File: src/rtl/mult_arb_pkg.sv
// mult_arb_pkg: arbiter state type, default widths and timeout counter sizing for mult_share_arbiter
package mult_arb_pkg;
  typedef enum logic [1:0] {IDLE, ISSUE, WAIT, RESP} arb_state_t;
  localparam int DEF_NUM_REQ = 4;
  localparam int DEF_DATA_W = 3;
  localparam int DEF_TIMEOUT_CYC = 64;
  function automatic int cnt_w(input int n);
    return (n < 2) ? 1 : $clog2(n);
  endfunction
endpackage

File: src/rtl/mult_rr_pick.sv
// mult_rr_pick: combinational round-robin picker, first eligible requester at or above ptr with wrap
module mult_rr_pick #(
  parameter int N = 4,
  parameter int IW = $clog2(N)
) (
  input  logic [N-1:0]  elig,
  input  logic [IW-1:0] ptr,
  output logic          valid,
  output logic [IW-1:0] idx
);
  logic [IW-1:0] j;
  // scan offsets from far to near so the smallest offset from ptr is the one left in idx
  always_comb begin
    valid = |elig;
    idx = '0;
    j = '0;
    for (int k = N - 1; k >= 0; k--) begin
      j = IW'((int'(ptr) + k) % N);
      if (elig[j]) idx = j;
    end
  end
endmodule

File: src/rtl/mult_share_arbiter.sv
// mult_share_arbiter: round-robin sharing of one sequential multiplier between NUM_REQ requesters; MULT_ARB_TIMEOUT_EN adds a WAIT timeout
module mult_share_arbiter
  import mult_arb_pkg::*;
#(
  parameter int NUM_REQ = DEF_NUM_REQ,
  parameter int DATA_W = DEF_DATA_W,
  parameter int TIMEOUT_CYC = DEF_TIMEOUT_CYC,
  localparam int IW = $clog2(NUM_REQ)
) (
  input  logic                     SYS_CLOCK,
  input  logic                     SYS_SRESET,
  input  logic [NUM_REQ-1:0]        REQ,
  input  logic [NUM_REQ*DATA_W-1:0] REQ_A,
  input  logic [NUM_REQ*DATA_W-1:0] REQ_B,
  output logic [NUM_REQ-1:0]        ACK,
  output logic [2*DATA_W-1:0]       RESULT,
  output logic                     ERR,
  output logic                     BUSY,
  output logic [IW-1:0]            GRANT_ID,
  output logic                     MULT_GO,
  output logic [DATA_W-1:0]        MULT_A,
  output logic [DATA_W-1:0]        MULT_B,
  input  logic                     MULT_START,
  input  logic                     MULT_DONE,
  input  logic [2*DATA_W-1:0]       MULT_F
);
  arb_state_t state, nxt;
  logic [IW-1:0] ptr, win;
  logic [NUM_REQ-1:0] elig;
  logic win_ok, grant, to_hit, to_q;
  assign elig = REQ & ~ACK;
  assign grant = state == IDLE && win_ok && MULT_START;
  mult_rr_pick #(.N(NUM_REQ), .IW(IW)) u_pick (
    .elig(elig),
    .ptr(ptr),
    .valid(win_ok),
    .idx(win)
  );
  // state register
  always_ff @(posedge SYS_CLOCK) state <= SYS_SRESET ? IDLE : nxt;
  // next state, GO pulse and busy decode
  always_comb begin
    nxt = state;
    MULT_GO = 1'b0;
    BUSY = state != IDLE;
    case (state)
      IDLE: nxt = grant ? ISSUE : IDLE;
      ISSUE: begin
        nxt = WAIT;
        MULT_GO = 1'b1;
      end
      WAIT: nxt = (MULT_DONE || to_hit) ? RESP : WAIT;
      RESP: nxt = IDLE;
      default: nxt = IDLE;
    endcase
  end
  // operand capture at grant, response and pointer update on leaving RESP
  always_ff @(posedge SYS_CLOCK) begin
    if (SYS_SRESET) begin
      ptr <= '0;
      GRANT_ID <= '0;
      MULT_A <= '0;
      MULT_B <= '0;
      ACK <= '0;
      RESULT <= '0;
      ERR <= 1'b0;
    end else begin
      ACK <= '0;
      ERR <= 1'b0;
      if (grant) begin
        GRANT_ID <= win;
        MULT_A <= REQ_A[win*DATA_W +: DATA_W];
        MULT_B <= REQ_B[win*DATA_W +: DATA_W];
      end
      if (state == RESP) begin
        ACK <= NUM_REQ'(1) << GRANT_ID;
        RESULT <= to_q ? '0 : MULT_F;
        ERR <= to_q;
        ptr <= (GRANT_ID == IW'(NUM_REQ - 1)) ? '0 : GRANT_ID + 1'b1;
      end
    end
  end
`ifdef MULT_ARB_TIMEOUT_EN
  localparam int CW = cnt_w(TIMEOUT_CYC);
  logic [CW-1:0] cnt;
  assign to_hit = !MULT_DONE && cnt == CW'(TIMEOUT_CYC - 1);
  // WAIT-cycle counter, zeroed in ISSUE so the first WAIT cycle counts from zero; a real DONE beats the timeout
  always_ff @(posedge SYS_CLOCK) begin
    if (SYS_SRESET || state == ISSUE) begin
      cnt <= '0;
      to_q <= 1'b0;
    end else if (state == WAIT) begin
      cnt <= cnt + 1'b1;
      to_q <= to_hit;
    end
  end
`else
  logic cfg_unused;
  assign cfg_unused = TIMEOUT_CYC > 0;
  assign to_hit = 1'b0;
  assign to_q = 1'b0;
`endif
endmodule

File: config.mk
export PLATFORM = sky130hd
export DESIGN_NAME = mult_share_arbiter
export DESIGN_NICKNAME = d
export VERILOG_FILES = /design/src/rtl/mult_arb_pkg.sv /design/src/rtl/mult_rr_pick.sv /design/src/rtl/mult_share_arbiter.sv
export SDC_FILE = /design/constraint.sdc
export NUM_CORES = 1
export LEC_CHECK = 0
export CORE_UTILIZATION = 27
export CTS_CLUSTER_DIAMETER = 80
export CTS_CLUSTER_SIZE = 40
export DETAILED_ROUTE_END_ITERATION = 7
export GPL_TIMING_DRIVEN = 0
export PLACE_DENSITY_LB_ADDON = 0.25
export SLEW_MARGIN = 30
export SYNTH_ARGS = -nofsm -noshare
export SYNTH_HDL_FRONTEND = slang
export SYNTH_HIERARCHICAL = 1
export SYNTH_SLANG_ARGS = --single-unit
export TNS_END_PERCENT = 30
File: constraint.sdc
create_clock -name SYS_CLOCK -period 2.5 [get_ports SYS_CLOCK]
set_input_delay 0.25 -clock SYS_CLOCK [delete_from_list [all_inputs] [get_ports SYS_CLOCK]]
set_output_delay 0.25 -clock SYS_CLOCK [all_outputs]
set_load 0.01 [all_outputs]
* Word-level counts from Yosys, hierarchy flattened
Index checks and enable logic that the tools add are counted. Widths: inputs -> output; s select.
Storage, ports and cells: bits in registers 22, latch bits 0, memory bits (writable) 0, bits in read-only memories 0, input port bits 38, logic and storage cells 49, memories kept 0
Cells by class: $add $sub $neg 4, multipliers 1, div/mod/pow operators 0, order comparisons 4, equality and inequality tests 4, shift operators 3, mux-type cells 17, bitwise operators 3, reduce and logical (&&, ||, !) cells 6
Operators by type and width (count):
- $shiftx 12x5->3 | 2
- $lt 2x3->1 const B | 4
- $mux 2 | 5
- $bmux 1 s2 | 4
- $pmux 2 s4 | 1
- $mux 1 | 7
- $eq 2x2->1 const B | 3
- $add 2x1->2 const B | 2
- $add 2x2->2 const B | 2
- $and 4x4->4 | 1
- $mul 2x2->4 const B | 1
- $not 4->4 | 1
- $reduce_or 4->1 | 1
- $shl 1x2->4 const A | 1
- $eq 2x1->1 const B | 1
- $logic_and 1x1->1 | 2
- $logic_not 2->1 | 1
- $reduce_bool 2->1 | 1
- $reduce_or 2->1 | 1
- $not 1->1 | 1

* Longest topological paths before layout
depth in word-level cells 10, gate-level depth with buffers 8

* Cells and area by module
Netlist, hierarchy kept.
Modules (own cells, without submodules):
- mult_share_arbiter | instances 1, cells an instance 102, area each 1018.5 um^2, sequential area each 440.4 um^2
- mult_rr_pick | instances 1, cells an instance 13, area each 77.6 um^2, sequential area each 0.0 um^2

* Least setup slack after synthesis
OpenSTA, ideal clock, no wires.
kind register -> register, start point register ACK[3], end point register MULT_A[1], arrival time 1.621 ns, data required time 2.368 ns, path slack 0.746 ns, cell stages (with the launch flop) 8, cell sequence dfxtp_1 -> nor2b_1 -> mux2i_1 -> a211oi_2 -> buf_6 -> mux4_2 -> nand2_1 -> a21oi_1
On the way: word-level cells in the longest chain between the ends 10, elaborated cells between the ends (all ways) 19, those cells by class mul: 1; shift: 1; mux: 12; bitwise: 2; reduce/logical: 3
Ends and longest elaborated chain:
- from (decl) | RTL line mult_share_arbiter.sv:15 | output logic [NUM_REQ-1:0] ACK,
- from (signal assigned) | RTL line mult_share_arbiter.sv:76 | ACK <= NUM_REQ'(1) << GRANT_ID;
- $not 4->4 * | RTL line mult_share_arbiter.sv:31 | assign elig = REQ & ~ACK;
- $and 4x4->4 * | RTL line mult_share_arbiter.sv:31
- net elig[3] | RTL line mult_share_arbiter.sv:29 | logic [NUM_REQ-1:0] elig;
- $bmux 1 s2 | RTL line mult_rr_pick.sv:19 | if (elig[j]) idx = j;
- $mux 1 (not written as such) | RTL line mult_rr_pick.sv:19
- $mux 2 (3 in series) | RTL line mult_rr_pick.sv:19
- $mux 2 * | RTL line mult_rr_pick.sv:19
- net win[0] | RTL line mult_share_arbiter.sv:28 | logic [IW-1:0] ptr, win;
- $mul 2x2->4 * | RTL line mult_share_arbiter.sv:72 | MULT_A <= REQ_A[win*DATA_W +: DATA_W];
- $shiftx 12x5->3 * | RTL line mult_share_arbiter.sv:72
- to (signal assigned) | RTL line mult_share_arbiter.sv:72
- to (decl) | RTL line mult_share_arbiter.sv:21 | output logic [DATA_W-1:0] MULT_A,
The timed path passes the listed nets; every way through them passes the cells marked *. The select of a mux whose other input is x is not followed. A chain may end at the register's enable or synchronous reset.

* Final worst setup path
start point input REQ[3], end point register MULT_A[2]
On the way: word-level cells in the longest chain between the ends 9, elaborated cells between the ends (all ways) 18, those cells by class mul: 1; shift: 1; mux: 12; bitwise: 1; reduce/logical: 3
Ends and longest elaborated chain:
- from (decl) | RTL line mult_share_arbiter.sv:12 | input logic [NUM_REQ-1:0] REQ,
- $and 4x4->4 * | RTL line mult_share_arbiter.sv:31
- net elig[3] | RTL line mult_share_arbiter.sv:29
- $bmux 1 s2 | RTL line mult_rr_pick.sv:19
- $mux 1 (not written as such) | RTL line mult_rr_pick.sv:19
- $mux 2 (3 in series) | RTL line mult_rr_pick.sv:19
- $mux 2 * | RTL line mult_rr_pick.sv:19
- net win[0] | RTL line mult_share_arbiter.sv:28
- $mul 2x2->4 * | RTL line mult_share_arbiter.sv:72
- $shiftx 12x5->3 * | RTL line mult_share_arbiter.sv:72
Marks and branches as above.

==> metrics.log <==
INFO  metric critPathArrivalTime = around 2.2 ns
INFO  metric setup.worst_path.class = in -> reg
INFO  metric drc = 0
INFO  metric synth_nets = 159
INFO  metric fp.dieH = between 60 and 70 um
INFO  metric cell_internal_pwr = 0.6814 mW
INFO  metric synthesis.area = 1096 um^2
INFO  metric total_global_route_track_usage = 0.1313
INFO  metric cts_made_buffers = 3
INFO  metric syn_inst = around 120
INFO  metric top_level_ports = 59
INFO  metric antenna_left = 0
INFO  metric layout.core_utilization = 0.4741
INFO  metric detailed_place_hpwl = roughly 2100 um
INFO  metric cpLargestDelayFamily = multiplexers
INFO  metric viasPerCell = roughly 4.5
INFO  metric post-cts-setup-buffer-count = 0
INFO  metric report.final.hold_viol_count = 0
INFO  metric holdBufCountCts = 0
INFO  metric cts.repair.resized = 0
INFO  metric die_w = between 60 and 70 um
INFO  metric clk_pin_slew_worst_paths = approximately 0.080 ns
INFO  metric synth_seq_cells = 22
INFO  metric post-layout-total-power = 0.8620 mW
INFO  metric io_buffers = 56
INFO  metric via_count_of_the_first_global_routing_pass = 1,020
INFO  metric status = completed
INFO  metric hold_crit_path_type = in -> reg
INFO  metric cts_tree = done
INFO  metric dpl_cell_area = about 1700 um^2
INFO  metric synth_warnings = 6
INFO  metric clockRootBuffer = sky130_fd_sc_hd__clkbuf_8
INFO  metric max_cap_viol_count = 0
INFO  metric timing.clock.skew = between 0.005 and 0.006 ns
INFO  metric clock_sinks = 22
INFO  metric maxClockFrequency = a little under 0.5 GHz
INFO  metric timing.critical_path.slowest_stage_cell = sky130_fd_sc_hd__mux4_2
INFO  metric seq_power_share = 0.429
INFO  metric clock_insertion_delay_at_the_later_pin_of_the_skew_report = about 0.26 ns
INFO  metric commonest_non_fill_non_tap_cells_in_the_layout = sky130_fd_sc_hd__clkdlybuf4s50_1, sky130_fd_sc_hd__dfxtp_1, sky130_fd_sc_hd__nand2_1
INFO  metric leading_cell_type_in_the_layout_fill_and_taps_excluded = sky130_fd_sc_hd__clkdlybuf4s50_1
INFO  metric antenna-diode-count = 0
INFO  metric layout.nets = 220
INFO  metric gp_congestion = between 0.6 and 0.7
INFO  metric period_minus_slack = around 2.1 ns
INFO  metric grt_start_max_net_pins = 14
INFO  metric ctsHtreeMaxLevel = 1
INFO  metric first_pass_grt_wire_length = about 4300 um
INFO  metric rsz_0062_raised_after_global_routing = no
INFO  metric crit_fanout = 7
INFO  metric post_route_cells_drive_above_1_share = 0.09714
INFO  metric finalSetupViolations = 0
INFO  metric maxSlewViolCount = 0
INFO  metric power.density = 482.1 nW/um^2
INFO  metric timing.critical_path.required = 2.65 ns
INFO  metric power_frac_clock = 0.381
INFO  metric timing.setup.tns = 0 ns
INFO  metric p_sw = about 0.18 mW
INFO  metric fin_area = between 1500 and 2000 um^2
INFO  metric detailedRoute.firstIterationViolations = 38
INFO  metric fp.dieArea = approximately 4300 um^2
INFO  metric pwr-share-comb = 0.190
INFO  metric start_util = 0.2906
INFO  metric clockBufferDepth = 2
INFO  metric vias = between 1,000 and 1,500
INFO  metric num_rows = 22
INFO  metric drt_pre_antenna_iters = 4
INFO  metric detail_route.wirelength = 2552 um
INFO  metric core = between 3000 and 4000 um^2
INFO  metric final_min_period_over_clock_period = 0.8238
INFO  metric switching_part_of_the_total_power = 0.2095
INFO  metric power.leakage = 0.6760 nW
INFO  metric cp-end-kind = flop
INFO  metric initial_antenna_violation_count = 0
INFO  metric critPathBufInv = 2
INFO  metric area_growth_syn_to_layout = 63.13%
INFO  metric grt_overflow = 0
INFO  metric timing.critical_path.from_type = input port
INFO  metric sequential_fraction_of_the_synthesis_area = 0.4018
INFO  metric path_cells = clkdlybuf4s50_1 -> nor2b_1 -> mux2i_1 -> a211oi_2 -> buf_6 -> mux4_2 -> nand2_1 -> a21oi_1
INFO  metric peakVddDrop = between 200 and 250 uV
INFO  metric routed_wire_length_per_instance = between 10 and 15 um
INFO  metric slowest_delay = 0.50 ns
INFO  metric synthDistinctLibCells = 22
INFO  metric synthesis.area_per_instance = 9.531 um^2
-- power by group through the flow --
stage               Clock, mW  Combinational, mW  Sequential, mW
detailed placement          0              0.165           0.378
global placement            0              0.160           0.377
finish                  0.329              0.164           0.370
CTS                     0.338              0.166           0.370
floorplan                   0             0.0681           0.381
global route            0.355              0.179           0.371
-- path summary, 6_finish.rpt --
kind / slack [ns] / end / from / cells after the start
worst max-delay path: 0.44 / MULT_A[2] / REQ[3] / 8
worst min-delay path: 0.28 / MULT_B[1] / SYS_SRESET / 2
worst max register to register: 0.59 / MULT_A[2] / ACK[3] / 7
worst min register to register: 0.46 / MULT_B[1] / MULT_B[1] / 2
-- synthesized netlist by cell type --
master / count / area, um^2
sky130_fd_sc_hd__a211oi_2: 1 / 12.51
sky130_fd_sc_hd__and3_1: 2 / 12.51
sky130_fd_sc_hd__nand3b_1: 1 / 7.510
sky130_fd_sc_hd__nor2_1: 14 / 52.55
sky130_fd_sc_hd__mux4_2: 6 / 135.1
sky130_fd_sc_hd__a21oi_1: 10 / 50.05
sky130_fd_sc_hd__a211oi_1: 1 / 7.510
sky130_fd_sc_hd__nand2_1: 20 / 75.07
sky130_fd_sc_hd__nand3_1: 1 / 5.000
sky130_fd_sc_hd__inv_1: 3 / 11.26
sky130_fd_sc_hd__ha_1: 6 / 75.07
sky130_fd_sc_hd__conb_1: 1 / 3.750
sky130_fd_sc_hd__buf_4: 1 / 7.510
sky130_fd_sc_hd__buf_6: 1 / 11.26
sky130_fd_sc_hd__buf_2: 4 / 20.02
sky130_fd_sc_hd__nor3b_1: 3 / 22.52
sky130_fd_sc_hd__clkbuf_1: 1 / 3.750
sky130_fd_sc_hd__and3b_1: 1 / 8.760
sky130_fd_sc_hd__nor2b_1: 5 / 31.28
sky130_fd_sc_hd__mux2i_1: 9 / 90.09
sky130_fd_sc_hd__dfxtp_1: 22 / 440.4
sky130_fd_sc_hd__nand2b_1: 2 / 12.51
-- state kept, by name (all words and copies together), names as in the netlist --
name,flops
ACK,4
state,2
GRANT_ID,2
MULT_A,3
RESULT,6
ptr,2
MULT_B,3
-- area by class of cell --
type                       instances  area (um^2)
buffer                             7        42.54
fill                             346         1983
inverter                           3        11.26
multi-input combinational         83        601.8
clock buffer                       3        41.29
sequential                        22        440.4
clock inverter                     1        30.03
tap                               48        60.06
timing repair buffer              56        560.5
-- kinds of logic (layout without fill, tap and decap cells) --
kind of cell | after synthesis | in the layout | synth area share
buffers and inverters | 10 | 70 | 0.04909
flip-flops | 22 | 22 | 0.4018
AND/OR/NAND/NOR | 49 | 49 | 0.2078
multiplexers | 15 | 15 | 0.2055
AO/OA/AOI/OAI | 12 | 12 | 0.06393
adder cells (fa/ha/maj) | 6 | 6 | 0.06849
other | 1 | 1 | 0.003421
-- stage by stage --
stage	setup WS [ns]	hold WS (ns)	instances
detailed placement	0.1887	0.4513	219
global placement	0.2224	0.4439	219
global route	0.3402	0.2954	223
floorplan	0.7464	0.3972	115
finish	0.4404	0.2841	223
CTS	0.4436	0.2826	223
-- per-layer routing --
metal,up-vias,track usage,routed length [um]
met5,-,0,0
met4,0,0.06522,34
met3,2,0.02951,187
met2,38,0.2385,1280
met1,461,0.1401,1050
li1,506,-,-
Note: power is estimated with default switching activity, not from simulation.
